File: src/rtl/pe3_irq_arbiter_if.sv
// Request/grant bundle for the 3-input IRQ arbiter.
// The mask line exists only when IRQ_MASK_EN is defined.
interface pe3_irq_arbiter_if;
    logic [2:0] req;
    logic       ack;
    logic [1:0] code;
    logic       valid;
    logic [2:0] pending;
    logic       timeout;
`ifdef IRQ_MASK_EN
    logic [2:0] mask;
`endif

    modport master (
        output req,
        output ack,
`ifdef IRQ_MASK_EN
        output mask,
`endif
        input  code,
        input  valid,
        input  pending,
        input  timeout
    );

    modport slave (
        input  req,
        input  ack,
`ifdef IRQ_MASK_EN
        input  mask,
`endif
        output code,
        output valid,
        output pending,
        output timeout
    );
endinterface

File: src/rtl/pe3_irq_arbiter.sv
// Sync + edge capture of 3 async IRQ lines, priority grant with valid/ack.
// Optional IRQ_MASK_EN adds a per-line grant mask.
module pe3_irq_arbiter #(
    parameter int unsigned SYNC_STAGES    = 2,
    parameter int unsigned TIMEOUT_CYCLES = 0
) (
    input  logic             clk,
    input  logic             rst_n,
    pe3_irq_arbiter_if.slave bus
);
    localparam logic [1:0] S_IDLE  = 2'd0;
    localparam logic [1:0] S_GRANT = 2'd1;
    localparam logic [1:0] S_CLEAR = 2'd2;

    localparam bit         TO_EN   = (TIMEOUT_CYCLES != 0);
    localparam logic [7:0] TO_LAST = 8'(TIMEOUT_CYCLES - 1);

    logic [SYNC_STAGES-1:0][2:0] sync_q;
    logic [2:0] sync_out;
    logic [2:0] prev_q;
    logic [2:0] rise;
    logic [2:0] pending_q, pending_d;
    logic [2:0] elig;
    logic [2:0] clr;
    logic [1:0] enc;
    logic [1:0] state_q, state_d;
    logic [1:0] code_q, code_d;
    logic       valid_q, valid_d;
    logic       tmo_q, tmo_d;
    logic [7:0] cnt_q, cnt_d;

    assign sync_out = sync_q[SYNC_STAGES-1];
    assign rise     = sync_out & ~prev_q;

`ifdef IRQ_MASK_EN
    assign elig = pending_q & ~bus.mask;
`else
    assign elig = pending_q;
`endif

    always_comb begin
        if (elig[2]) begin
            enc = 2'd2;
        end else if (elig[1]) begin
            enc = 2'd1;
        end else begin
            enc = 2'd0;
        end
    end

    // A rise landing on the edge that clears the same bit keeps it pending.
    assign pending_d = (pending_q & ~clr) | rise;

    always_comb begin
        state_d = state_q;
        code_d  = code_q;
        valid_d = valid_q;
        cnt_d   = cnt_q;
        tmo_d   = 1'b0;
        clr     = 3'b000;
        unique case (state_q)
            S_GRANT: begin
                if (bus.ack) begin
                    state_d = S_CLEAR;
                    valid_d = 1'b0;
                    code_d  = 2'd0;
                    clr     = 3'b001 << code_q;
                end else if (TO_EN && cnt_q == TO_LAST) begin
                    state_d = S_IDLE;
                    valid_d = 1'b0;
                    code_d  = 2'd0;
                    tmo_d   = 1'b1;
                end else begin
                    cnt_d = cnt_q + 8'd1;
                end
            end
            S_IDLE, S_CLEAR: begin
                state_d = S_IDLE;
                valid_d = 1'b0;
                code_d  = 2'd0;
                if (|elig) begin
                    state_d = S_GRANT;
                    valid_d = 1'b1;
                    code_d  = enc;
                    cnt_d   = 8'd0;
                end
            end
            default: begin
                state_d = S_IDLE;
                valid_d = 1'b0;
                code_d  = 2'd0;
            end
        endcase
    end

    always_ff @(posedge clk or negedge rst_n) begin
        if (!rst_n) begin
            sync_q    <= '0;
            prev_q    <= 3'b000;
            pending_q <= 3'b000;
            state_q   <= S_IDLE;
            code_q    <= 2'd0;
            valid_q   <= 1'b0;
            tmo_q     <= 1'b0;
            cnt_q     <= 8'd0;
        end else begin
            sync_q    <= {sync_q[SYNC_STAGES-2:0], bus.req};
            prev_q    <= sync_out;
            pending_q <= pending_d;
            state_q   <= state_d;
            code_q    <= code_d;
            valid_q   <= valid_d;
            tmo_q     <= tmo_d;
            cnt_q     <= cnt_d;
        end
    end

    assign bus.code    = code_q;
    assign bus.valid   = valid_q;
    assign bus.pending = pending_q;
    assign bus.timeout = tmo_q;
endmodule
File: src/flat_wrapper.sv
// flat-port wrapper written by rule: the top's interface ports become plain ports
module pe3_irq_arbiter_flat 
#(
    parameter int unsigned SYNC_STAGES    = 2,
    parameter int unsigned TIMEOUT_CYCLES = 0
)
  (clk, rst_n, bus_req, bus_ack, bus_code, bus_valid, bus_pending, bus_timeout);
  pe3_irq_arbiter_if bus_i ();
  input  logic clk;
  input  logic rst_n;
  input wire logic [$bits(bus_i.req)-1:0] bus_req;
  input wire logic [$bits(bus_i.ack)-1:0] bus_ack;
  output wire logic [$bits(bus_i.code)-1:0] bus_code;
  output wire logic [$bits(bus_i.valid)-1:0] bus_valid;
  output wire logic [$bits(bus_i.pending)-1:0] bus_pending;
  output wire logic [$bits(bus_i.timeout)-1:0] bus_timeout;
  assign bus_i.req = bus_req;
  assign bus_i.ack = bus_ack;
  assign bus_code = bus_i.code;
  assign bus_valid = bus_i.valid;
  assign bus_pending = bus_i.pending;
  assign bus_timeout = bus_i.timeout;
  pe3_irq_arbiter #(.SYNC_STAGES(SYNC_STAGES), .TIMEOUT_CYCLES(TIMEOUT_CYCLES)) u_core (.clk(clk), .rst_n(rst_n), .bus(bus_i));
endmodule
File: config.mk
export PLATFORM = sky130hd
export DESIGN_NAME = pe3_irq_arbiter_flat
export DESIGN_NICKNAME = d
export VERILOG_FILES = /design/src/rtl/pe3_irq_arbiter_if.sv /design/src/rtl/pe3_irq_arbiter.sv /design/src/flat_wrapper.sv
export SDC_FILE = /design/constraint.sdc
export NUM_CORES = 1
export LEC_CHECK = 0
export CORE_AREA = 2 2 39 41
export DETAILED_ROUTE_END_ITERATION = 12
export DIE_AREA = 0 0 41 43
export PLACE_DENSITY = 0.74
export SLEW_MARGIN = 20
export SYNTH_ARGS = -nofsm -noshare
export SYNTH_HDL_FRONTEND = slang
export SYNTH_SLANG_ARGS = --single-unit
File: constraint.sdc
create_clock -name clk -period 1.2 [get_ports clk]
set_input_delay 0.18 -clock clk [delete_from_list [all_inputs] [get_ports clk]]
set_output_delay 0.18 -clock clk [all_outputs]
set_load 0.05 [all_outputs]
==> results of run 1 <==
==> worst max path at each step <==
stage                          startpoint               endpoint  slack (ns)  cells after the start
global placement                  bus_ack  u_core.bus.pending[2]       -0.07                      4
global route           u_core.bus.code[0]            bus_code[0]        0.04                      1
CTS                    u_core.bus.code[0]            bus_code[0]        0.08                      1
detailed placement                bus_ack     u_core.bus.code[0]       -0.07                      3
floorplan           u_core.bus.pending[1]       u_core.bus.valid        0.09                      2
finish                 u_core.bus.code[0]            bus_code[0]         0.1                      1
==> cell usage after synthesis <==
master / n
a21oi_1: 2
o22ai_1: 2
o31ai_1: 1
o21ai_1: 1
dfrtp_1: 17
buf_4: 1
o32ai_1: 1
o21ai_0: 1
nor3b_1: 1
inv_1: 6
or2_2: 1
o221ai_1: 1
nor2_1: 1
nor4_2: 1
nand3b_4: 1
buf_6: 1
nand2_1: 3
conb_1: 1
==> routing by layer <==
metal	vias to the layer above	track usage, %	wire, um
met5	-	0	0
met4	0	8.000	6
met3	2	4.712	39
met2	10	16.88	406
met1	174	15.30	347
li1	170	-	-
==> per-stage QoR <==
step / setup slack, ns / util, %
after floorplan: 0.09216 / -
after global placement: -0.06602 / 56.06
after detailed placement: -0.07164 / 56.06
after CTS: 0.07534 / 58.05
after global routing: 0.03606 / 58.05
final: 0.09970 / 58.05
==> area by class of cell <==
class	instances	share of cell area (%)
Timing Repair Buffer	13	23.05
Sequential cell	17	52.96
Multi-Input combinational cell	18	15.26
Tap cell	16	2.492
Clock inverter	1	0.6231
Inverter	6	2.804
Clock buffer	3	2.804
==> cells by family after synthesis <==
family	after synthesis	share of synthesized area, %
other cells	1	0.6363
flops	17	72.19
buf+inv	8	7.006
simple gates	8	10.40
compound gates	9	9.766
==> power groups by stage <==
| stage | logic [mW] | registers (mW) | clock network [mW] |
|---|---|---|---|
| 5_1_grt | 0.468 | 0.740 | 0.329 |
| 3_3_place_gp | 0.442 | 0.737 | 0 |
| 6_report | 0.441 | 0.728 | 0.288 |
| 4_1_cts | 0.446 | 0.730 | 0.309 |
| 3_5_place_dp | 0.445 | 0.741 | 0 |
| 2_1_floorplan | 0.101 | 0.843 | 0 |
==> sequential cells by signal, indices dropped and copies added, names as in the netlist <==
register,count
u_core.bus.valid,1
u_core.state_q,2
u_core.bus.code,2
u_core.sync_out,3
u_core.sync_q,3
u_core.prev_q,3
u_core.bus.pending,3
==> run summary, run 1 <==
* **skew final** 0.0007803 ns
* **Hold Vio Cnt, Final** 0
* **Hold Crit Class** input port to async pin
* **global-route wire length before repair** 1380 um
* **largest net degree at the start of global routing** 18
* **total number of placement rows** 14
* **DR DRC count** 0
* **TritonCTS clock tree** done
* **CP arrival** 0.92 ns
* **Avg Synthesized Cell Area** 13.71 um^2
* **final setup vio count** 0
* **cell types occupying the most area after synthesis** dfrtp_1 (72%), inv_1 (3.8%), nand3b_4 (3.4%)
* **Setup crit start kind** register
* **post-place instance area** 775.7 um^2
* **highest clock rate** 908.8 MHz
* **endpoint kind of the worst setup timing path** output port
* **area grow syn2layout** 36.31%
* **Vert. Die Dim** 43 um
* **total leakage power** 0.3815 nW
* **most frequent cells in the layout** dfrtp_1 (17), inv_1 (6), buf_12 (6), clkdlybuf4s50_1 (5)
* **clk root buf** clkbuf_4
* **CTS clk-pin slew, worst paths** 0.09 ns
* **hold_ws** 0.2134 ns
* **unrepaired setup endpoints after global routing** no
* **category of cells accounting for the largest share of critical-path delay** flip-flops
* **initial drt markers** 1
* **setup slack of the most critical reg-to-reg path** 0.15 ns
* **# fillers** 117
* **area used by multi-input combinational logic** 122.6 um^2
* **max-cap violation count** 0
* **portion of total power attributed to the clock network** 19.8%
* **run status** finished, final reports clean
* **full die area** 1763 um^2
* **Seq. cell area** 425.4 um^2
* **fraction of final layout cells sized beyond drive strength 1** 25.86%
* **routed length per instance** 10.81 um
* **global-route usage over all layers** 12.22%
* **leading cell type in the layout, fill and taps excluded** dfrtp_1
* **starting density of the core** 42.59%
* **via total after detailed routing** 356
* **first-pass iteration count of the detailed router** 3
* **Congestion Overflow GR** 0
* **Routability Congestion** 0.7792
* **vias in the first global route** 337
* **sequence of cells on the critical path** buf_12
* **Mapped Nets** 49
* **yosys warns** 0
* **Placed Cells incl. Taps** 70
* **worst supply voltage drop on vdd** 0.9041 mV
* **mean number of vias per cell** 4.811
* **number of antenna violations at the first check in global routing** 0
* **clock buffers created by TritonCTS** 3
* **CTS sink cnt** 17
* **combined area of all synthesized cells** 589.3 um^2
* **worst reg2reg endpoint** u_core.bus.pending[2]
* **I/O Pins** 13
* **Worst Path Max Fanout** 5
* **switching part of the total power** 32.69%
* **library cell with the largest summed area after synthesis** dfrtp_1
* **post-route minimum period** 1.100 ns
* **final standard cell area without fillers** 803.3 um^2
* **critical path required time** 1.02 ns
* **FF+latch count, synth** 17
* **internal power consumption** 981.0 uW
* **die span in x** 41 um
* **Syn Inst Count** 43
* **total power per unit cell area** 1814 nW/um^2
* **final count of pins violating max slew** 0
* **diode insertion count for antenna repair** 0
* **number of H-tree levels** 1
* **Bufs on Longest Clock Path** 2
* **worst reg2reg path depth** 3
* **part of the power in registers** 50.0%
* **share of the clock period used by the worst path** 91.69%
* **portion of the post-synthesis area used by sequential elements** 72.19%
* **antenna-violating nets left** 0
* **Switch Pwr** 476.5 uW
* **startpoint of the worst-slack reg-to-reg timing path** u_core.state_q[0]
* **number of nets in the finished design** 65
* **crit path buf inv count** 1
* **buffers added on ports** 11
* **Non-Filler Instances** 74
* **number of library cell types mapped by synthesis** 18
* **overall power after layout** 1.457 mW
* **setup repair bufs after CTS** 0
* **Worst Setup Path Type** register to output port
* **highest cell delay on the worst timing path** 0.46 ns
* **cell with the largest stage delay on the worst path** dfrtp_1
* **worst skew pair latency** 0.28 ns
* **area inside the core boundary** 1384 um^2
* **Final HPWL DP** 622.9 um
* **proportion of power drawn by combinational gates** 30.3%
* **CTS resizes** 0
* **share of the synthesized area in the top cell type** 72.19%
* **total negative setup slack** 0 ns
* **routed wire length** 800 um
* **cts-stage hold buffer count** 0
Power figures use the tool's default switching activity.
==> inputs of run 2 (changes only) <==
ABC_CLOCK_PERIOD_IN_PS = 1200   (was unset)
CTS_CLUSTER_DIAMETER = 200   (was unset)
==> results of run 2 <==
No change in the layout: final DEF, timing and power equal those of run 1.
